$ cat src/rtl/regfile_pkg.sv
// Shared defaults and helpers for the scoreboarded register file.
package regfile_pkg;

   localparam int DEF_DATA_WIDTH = 64;
   localparam int DEF_ADDR_WIDTH = 5;
   localparam int REG_ZERO       = 0;

   function automatic int num_regs(input int addr_width);
      return 1 << addr_width;
   endfunction

endpackage

$ cat src/rtl/regfile_scoreboard.sv
// Pending-write scoreboard: one busy bit per register, issue marks, writeback clears.
module regfile_scoreboard
   import regfile_pkg::*;
#(
   parameter int ADDR_WIDTH = DEF_ADDR_WIDTH,
   parameter bit ZERO_REG   = 1'b1
) (
   input  logic                            clock,
   input  logic                            reset_n,
   input  logic                            issue_en,
   input  logic [ADDR_WIDTH-1:0]           issue_addr,
   input  logic                            wr_en,
   input  logic [ADDR_WIDTH-1:0]           wr_addr,
   input  logic [ADDR_WIDTH-1:0]           rs_addr,
   input  logic [ADDR_WIDTH-1:0]           rt_addr,
   output logic                            rs_pend,
   output logic                            rt_pend,
   output logic [num_regs(ADDR_WIDTH)-1:0] busy_vec
);

   localparam int                    NUM_REGS  = num_regs(ADDR_WIDTH);
   localparam logic [ADDR_WIDTH-1:0] ZERO_ADDR = ADDR_WIDTH'(REG_ZERO);

   logic [NUM_REGS-1:0] r_busy;
   logic [NUM_REGS-1:0] w_busy_nxt;
   logic                w_rs_wr_hit;
   logic                w_rt_wr_hit;

   // Issue is applied after the clear so a new producer stays pending.
   always_comb begin
      w_busy_nxt = r_busy;
      if (wr_en)
         w_busy_nxt[wr_addr] = 1'b0;
      if (issue_en)
         w_busy_nxt[issue_addr] = 1'b1;
      if (ZERO_REG)
         w_busy_nxt[ZERO_ADDR] = 1'b0;
   end

   always_ff @(posedge clock or negedge reset_n) begin
      if (!reset_n)
         r_busy <= '0;
      else
         r_busy <= w_busy_nxt;
   end

   // A writeback landing this cycle resolves the hazard through the bypass.
   assign w_rs_wr_hit = wr_en && (wr_addr == rs_addr);
   assign w_rt_wr_hit = wr_en && (wr_addr == rt_addr);

   assign rs_pend  = r_busy[rs_addr] && !w_rs_wr_hit;
   assign rt_pend  = r_busy[rt_addr] && !w_rt_wr_hit;
   assign busy_vec = r_busy;

endmodule

$ cat src/rtl/regfile_sb.sv
// Two-read/one-write register file with write bypass, registered read data
// and a scoreboard that stalls reads of registers awaiting long-latency results.
module regfile_sb
   import regfile_pkg::*;
#(
   parameter int DATA_WIDTH = DEF_DATA_WIDTH,
   parameter int ADDR_WIDTH = DEF_ADDR_WIDTH,
   parameter bit ZERO_REG   = 1'b1
) (
   input  logic                            clock,
   input  logic                            reset_n,
   input  logic                            rd_en,
   input  logic [ADDR_WIDTH-1:0]           rs_addr,
   input  logic [ADDR_WIDTH-1:0]           rt_addr,
   output logic [DATA_WIDTH-1:0]           rs_data,
   output logic [DATA_WIDTH-1:0]           rt_data,
   output logic                            rd_valid,
   output logic                            stall,
   input  logic                            wr_en,
   input  logic [ADDR_WIDTH-1:0]           wr_addr,
   input  logic [DATA_WIDTH-1:0]           wr_data,
   input  logic                            issue_en,
   input  logic [ADDR_WIDTH-1:0]           issue_addr,
   output logic [num_regs(ADDR_WIDTH)-1:0] busy_vec
);

   localparam int                    NUM_REGS  = num_regs(ADDR_WIDTH);
   localparam logic [ADDR_WIDTH-1:0] ZERO_ADDR = ADDR_WIDTH'(REG_ZERO);

   logic [DATA_WIDTH-1:0] r_regs [NUM_REGS];
   logic [DATA_WIDTH-1:0] r_rs_data;
   logic [DATA_WIDTH-1:0] r_rt_data;
   logic                  r_rd_valid;

   logic [DATA_WIDTH-1:0] w_rs_eff;
   logic [DATA_WIDTH-1:0] w_rt_eff;
   logic                  w_rs_pend;
   logic                  w_rt_pend;
   logic                  w_stall;
   logic                  w_accept;
   logic                  w_wr_ok;

   regfile_scoreboard #(
      .ADDR_WIDTH (ADDR_WIDTH),
      .ZERO_REG   (ZERO_REG)
   ) u_scoreboard (
      .clock      (clock),
      .reset_n    (reset_n),
      .issue_en   (issue_en),
      .issue_addr (issue_addr),
      .wr_en      (wr_en),
      .wr_addr    (wr_addr),
      .rs_addr    (rs_addr),
      .rt_addr    (rt_addr),
      .rs_pend    (w_rs_pend),
      .rt_pend    (w_rt_pend),
      .busy_vec   (busy_vec)
   );

   assign w_wr_ok  = wr_en && !(ZERO_REG && (wr_addr == ZERO_ADDR));
   assign w_stall  = rd_en && (w_rs_pend || w_rt_pend);
   assign w_accept = rd_en && !w_stall;

   always_ff @(posedge clock or negedge reset_n) begin
      if (!reset_n) begin
         for (int i = 0; i < NUM_REGS; i++)
            r_regs[i] <= '0;
      end else if (w_wr_ok) begin
         r_regs[wr_addr] <= wr_data;
      end
   end

   // Zero-register override sits last so it also beats the bypass.
   always_comb begin
      w_rs_eff = r_regs[rs_addr];
      if (wr_en && (wr_addr == rs_addr))
         w_rs_eff = wr_data;
      if (ZERO_REG && (rs_addr == ZERO_ADDR))
         w_rs_eff = '0;
   end

   always_comb begin
      w_rt_eff = r_regs[rt_addr];
      if (wr_en && (wr_addr == rt_addr))
         w_rt_eff = wr_data;
      if (ZERO_REG && (rt_addr == ZERO_ADDR))
         w_rt_eff = '0;
   end

   always_ff @(posedge clock or negedge reset_n) begin
      if (!reset_n) begin
         r_rs_data  <= '0;
         r_rt_data  <= '0;
         r_rd_valid <= 1'b0;
      end else begin
         r_rd_valid <= w_accept;
         if (w_accept) begin
            r_rs_data <= w_rs_eff;
            r_rt_data <= w_rt_eff;
         end
      end
   end

   assign rs_data  = r_rs_data;
   assign rt_data  = r_rt_data;
   assign rd_valid = r_rd_valid;
   assign stall    = w_stall;

endmodule

$ cat config.mk
export PLATFORM = sky130hd
export DESIGN_NAME = regfile_sb
export DESIGN_NICKNAME = d
export VERILOG_FILES = /design/src/rtl/regfile_pkg.sv /design/src/rtl/regfile_scoreboard.sv /design/src/rtl/regfile_sb.sv
export SDC_FILE = /design/constraint.sdc
export NUM_CORES = 2
export LEC_CHECK = 0
export CELL_PAD_IN_SITES_DETAIL_PLACEMENT = 0
export CELL_PAD_IN_SITES_GLOBAL_PLACEMENT = 1
export CORE_MARGIN = 8
export CORE_UTILIZATION = 25
export DETAILED_ROUTE_END_ITERATION = 7
export PLACE_DENSITY_LB_ADDON = 0.3
export SKIP_CTS_REPAIR_TIMING = 1
export SLEW_MARGIN = 30
export SYNTH_ARGS = -nofsm -noshare
export SYNTH_HDL_FRONTEND = slang
export SYNTH_SLANG_ARGS = --single-unit
$ cat constraint.sdc
create_clock -name clock -period 2.48 [get_ports clock]
set_clock_uncertainty 0.05 [all_clocks]
set_input_delay 0.372 -clock clock [delete_from_list [all_inputs] [get_ports clock]]
set_output_delay 0.372 -clock clock [all_outputs]
set_load 0.03 [all_outputs]
==> Word level (Yosys, flattened, before mapping) <==
Index checks and enable logic that the tools add are counted.
{ "word_totals": {"inputBits": 89, "register_bits": 2208} }
{ "op_classes": {"mux": 23, "eq_ne": 2, "n_lt_le_gt_ge": 10, "reduce_logical": 18, "bitwise": 6} }
{ "op_table": {"columns": ["operator", "n"], "rows": [
  ["bitwise mux 2048 bit", 1],
  ["binary-select mux 64 bit (select 5 bit)", 2],
  ["two-way mux 64 bit", 9],
  ["demux 64 bit (select 5 bit)", 1],
  ["two-way mux 32 bit", 2],
  ["bitwise AND 32 bit", 1],
  ["inverter 32 bit", 1],
  ["OR 32 bit", 1],
  ["< comparator 5 x 6 -> 1 bit (second input constant)", 4],
  [">= comparator 6 bit (second input constant)", 3],
  ["inverter 5 -> 6 bit", 3],
  ["logical NOT 5 bit", 3],
  ["binary-select mux 1 bit (select 5 bit)", 2],
  ["demux 1 bit (select 5 bit)", 2],
  ["== test 5 bit", 2],
  [">= comparator 5 x 1 -> 1 bit (second input constant)", 2],
  ["logical AND 1 bit", 10],
  ["< comparator 6 x 1 -> 1 bit (second input constant)", 1],
  ["logical NOT 1 bit", 4],
  ["two-way mux 1 bit", 4],
  ["logical OR 1 bit", 1]
]} }

==> Longest topological paths before layout <==
{ "depth": {"ltp_word": 9, "ltp_mapped": 12, "depth_no_buf": 6} }

==> Hierarchy <==
Synthesis repeated with hierarchy kept, for this count alone.
{ "unflattened": {"cells_unflattened": 7362, "area_unflattened_um2": 113966.8} }
{ "modules_own_cells": {"columns": ["mod", "area_each_um2", "cells_per_inst", "n_inst"], "rows": [
  ["regfile_sb", 111944.9, 7167, 1],
  ["regfile_scoreboard", 2021.9, 195, 1]
]} }

==> Worst setup path after synthesis <==
OpenSTA, ideal clock, no wires.
{ "synth_timing": {"path_kind": "register to register", "start": "register u_scoreboard.r_busy[30] (netlist: u_scoreboard.busy_vec[30])", "end": "register r_rs_data[0] (netlist: rs_data[0])", "slack_ps": -221, "setup_ps": 125, "n_path_buf": 2, "t_arrival_ps": 2526, "stages_incl_launch_ff": 9, "t_required_ps": 2305, "cell_sequence": "dfrtp_1 > mux4_1 > and2_1 > a2111oi_0 > or4_4 > o311a_4 > buf_8 > buf_8 > mux2_4"} }
{ "synth_between": {"elab_chain_len": 7, "word_cells_on_any_way": 10, "cone_classes": "4 x mux; 6 x reduce/logical"} }
{ "synth_rtl": {"columns": ["item", "line", "rtl"], "rows": [
  ["start, declared", "regfile_scoreboard.sv:24", "logic [NUM_REGS-1:0] r_busy;"],
  ["start signal, assigned", "regfile_scoreboard.sv:44", "r_busy <= w_busy_nxt;"],
  ["binary-select mux 1 bit (select 5 bit), on equally long branches", "regfile_scoreboard.sv:51, regfile_scoreboard.sv:52", null],
  ["two-way mux 1 bit, on equally long branches", "regfile_scoreboard.sv:51, regfile_scoreboard.sv:52", null],
  ["logical AND 1 bit, on equally long branches", "regfile_scoreboard.sv:51, regfile_scoreboard.sv:52", null],
  ["logical OR 1 bit (*)", "regfile_sb.sv:61", "assign w_stall = rd_en && (w_rs_pend || w_rt_pend);"],
  ["logical AND 1 bit (*)", "regfile_sb.sv:61", null],
  ["logical NOT 1 bit (*)", "regfile_sb.sv:62", "assign w_accept = rd_en && !w_stall;"],
  ["logical AND 1 bit (*)", "regfile_sb.sv:62", null],
  ["end signal, assigned", "regfile_sb.sv:98", "r_rs_data <= w_rs_eff;"],
  ["end, declared", "regfile_sb.sv:31", "logic [DATA_WIDTH-1:0] r_rs_data;"]
]} }
Every way passes the cells marked *; elsewhere a longest branch is shown, timed or not. The select of a mux whose other input is x is not followed.
A chain may end at the register's enable or synchronous reset.

==> Worst setup path after layout <==
{ "layout_timing": {"start": "register u_scoreboard.r_busy[11] (netlist: u_scoreboard.busy_vec[11])", "end": "output stall"} }
{ "layout_between": {"elab_chain_len": 5, "word_cells_on_any_way": 8, "cone_classes": "4 x mux; 4 x reduce/logical"} }
{ "layout_rtl": {"columns": ["item", "line", "rtl"], "rows": [
  ["binary-select mux 1 bit (select 5 bit), on equally long branches", "regfile_scoreboard.sv:51, regfile_scoreboard.sv:52", null],
  ["two-way mux 1 bit, on equally long branches", "regfile_scoreboard.sv:51, regfile_scoreboard.sv:52", null],
  ["logical AND 1 bit, on equally long branches", "regfile_scoreboard.sv:51, regfile_scoreboard.sv:52", null],
  ["logical OR 1 bit (*)", "regfile_sb.sv:61", null],
  ["logical AND 1 bit (*)", "regfile_sb.sv:61", null],
  ["end, declared", "regfile_sb.sv:18", "output logic stall,"]
]} }
Marked as above.

==> out/summary.txt <==
Slowest CP cell -> mux4_2
Critical Path AT -> 2.98 ns
Mean Syn Cell Area -> 15.14 um^2
Core Rows -> 249
CP Cell Sequence -> mux4_2 -> mux2_4 -> a221oi_2 -> or4_4 -> buf_6 -> o31ai_4 -> and2_4 -> buf_12
Synth top area share -> 48.02%
Reg-to-reg endpoint -> rs_data[22]
Tmin final -> 3.406 ns
LEAKAGE -> 63.42 nW
Tightest Hold Check Type -> in2async
Seq cells post-synth -> 2208
Initial DRC count -> 6820
I/O pin count -> 251
Initial antenna violation count -> 34
CP max FO -> 2
R2R setup slack -> -0.53 ns
CTS Buffer Depth -> 4
End of the critical path -> stall
Top area cells in the synthesized netlist -> dfrtp_1, mux2_2, mux4_2
Max Cap Viol -> 0
DR DRC count -> 0
Post-synth top area cell -> dfrtp_1
Drt total wl -> 498800 um
Sequential cell area -> 0.05527 mm^2
TritonCTS clock tree -> done
Reg-to-Reg Start -> u_scoreboard.busy_vec[11]
List of most frequent post-synthesis cells -> dfrtp_1, mux2_2, mux4_2
Number of hold violations in the final report -> 0
Worst slew pin tran -> 0.8109 ns
H-tree levels -> 5
Ys async rst share -> 100.0%
Final setup violation count -> 130
First-pass GRT wire length -> 691600 um
Leading cell type by number of instances after synthesis -> dfrtp_1
Power, Total -> 119.1 mW
Routed wire length per instance -> 33.71 um
Failing checks -> setup timing
Pin count of the biggest net entering global routing -> 129
Syn Inst Count -> 7602
Mapped Nets -> 7691
Max transition margin -> 45.94%
Initial core utilization -> 25.06%
Synth cell types -> 66
Peak supply drop -> 0.4905 mV
Synthesis-to-layout area growth -> 26.77%
Top_reg_cell synth -> dfrtp_1
Vias in the first global route -> 82520
Mapped Area -> 0.1151 mm^2
Total Routing Usage GR -> 20.00%
Root Driver -> clkbuf_16
Critical setup path kind -> reg2out
Tcrit/Tclk final -> 137.3%
Outcome -> finished with violations
F_max -> 293.6 MHz
Worst-path clk slew -> 0.06 ns
Reg2Reg Depth -> 9
Footprint of the multi-input gates -> 0.05650 mm^2
Number of synthesized flops with an enable pin -> 0
P per Cell Area -> 816.7 mW/mm^2
Total CTS buffers -> 279
GPL Wtd Cong -> 0.8562
Clock Sinks -> 2208
Routed Antenna Nets -> 0
HPWL after DPL -> 345000 um
Fillers -> 45020
Placed Area -> 0.1357 mm^2
DIE HEIGHT -> 694.4 um
Total die area -> 0.4822 mm^2
CP required -> 2.06 ns
Slew Viols, Final -> 0
Vias/cell -> 5.305
Core Area -> 0.4592 mm^2
PortBufs -> 249
RSZ-0062 raised after global routing -> true
GRT Residual Overflow -> 0
Register area share after synthesis -> 48.02%
CP Launch Type -> flip-flop
Critical path origin -> u_scoreboard.busy_vec[11]
Yosys warns -> 0
Die Wd -> 694.4 um
Crit-path max cell delay -> 0.49 ns
TritonRoute pass-1 iters -> 5
Setup WS post-layout -> -0.9260 ns
Final #Nets -> 8512
Vias -> 78500
Layout cells sized above 1 -> 55.64%
Critical Path Sink Type -> primary output
Design Area, Final -> 0.1459 mm^2
Worst-Skew Late Latency -> 0.92 ns
-- flip-flops by register name, indices dropped and copies added, names as in the netlist --
| name | flops |
|---|---|
| rt_data | 64 |
| u_scoreboard.busy_vec | 31 |
| r_regs | 2048 |
| rs_data | 64 |
| rd_valid | 1 |
-- worst max-delay path: cells and delay by family (launching register included) --
kind	cells	cell delay [ns]
AO/OA/AOI/OAI	2	0.33
buffers and inverters	2	0.22
flip-flops	1	0.42
multiplexers	2	0.77
AND/OR/NAND/NOR	2	0.33
-- layout by cell type (no fill, tap or decap), types with 17 or more instances in the layout --
cell,n
nand3_1,48
mux4_2,994
a22oi_1,72
mux2_4,111
dfrtp_1,2195
a22o_1,58
a211oi_1,58
clkbuf_1,57
mux2_2,2000
o22ai_1,218
a21oi_1,51
o21ai_0,74
clkbuf_8,74
buf_12,426
a32o_1,59
dlymetal6s2s_1,145
nor2_4,18
clkdlybuf4s50_1,89
buf_4,699
a32oi_1,49
nand2_1,159
clkbuf_16,293
clkinv_2,49
o2111ai_1,17
nand2b_1,18
nor3_1,22
nor2_1,67
inv_1,23
mux2i_1,210
-- cells by family after synthesis --
family	count (synthesis)	synth area share, %
AND/OR/NAND/NOR	455	1.848
other	1	0.003259
AO/OA/AOI/OAI	720	4.507
multiplexers	3315	42.24
buffers and inverters	894	3.316
flip-flops	2208	48.02
XOR/XNOR	9	0.06851
-- per-layer routing --
metal,track usage (%),wire length (um),up-vias
met5,0,67,-
met4,7.860,23240,10
met3,3.182,28520,837
met2,32.81,237900,2800
met1,26.46,209100,43580
li1,-,-,31270
-- through the flow --
stage | setup TNS (ns) | cells | worst slack (ns) | utilization (%) | hold slack (ns)
5_1_grt | -59.42 | 14790 | -0.9982 | 31.76 | 0.01765
6_report | -53.86 | 14800 | -0.9260 | 31.76 | 0.009390
2_1_floorplan | -6.551 | 7602 | -0.08011 | - | 0.02641
3_5_place_dp | -387.01 | 14260 | -0.6928 | 29.55 | 0.2302
4_1_cts | -63.93 | 14750 | -1.083 | 31.50 | -0.7261
3_3_place_gp | -403.00 | 14260 | -0.7776 | 29.55 | 0.2171
-- report_power, final --
group	switching (mW)	internal [mW]	total [mW]
Combinational	12.4	16.1	28.5
Clock	16.9	23.6	40.5
Sequential	6.71	43.4	50.2
-- how the worst min path moves through the flow --
stage / startpoint / to / slack (ns) / depth (start not counted)
2_1_floorplan: reset_n / r_regs[0] / 0.03 / 0
3_3_place_gp: reset_n / r_regs[1518] / 0.22 / 1
3_5_place_dp: reset_n / r_regs[430] / 0.23 / 1
4_1_cts: reset_n / r_regs[366] / -0.73 / 1
5_1_grt: reset_n / r_regs[366] / 0.02 / 2
6_report: reset_n / r_regs[1518] / 0.009 / 2
-- layout make-up --
cell class | instances | share of cell area, %
antenna | 15 | 0.02573
sequential | 2208 | 37.89
clock buffer | 414 | 5.700
timing repair buffer | 1409 | 11.86
inverter | 25 | 0.06948
clock inverter | 78 | 0.4435
tap | 6149 | 5.274
multi-input combinational | 4500 | 38.73
Power figures use the tool's default switching activity.
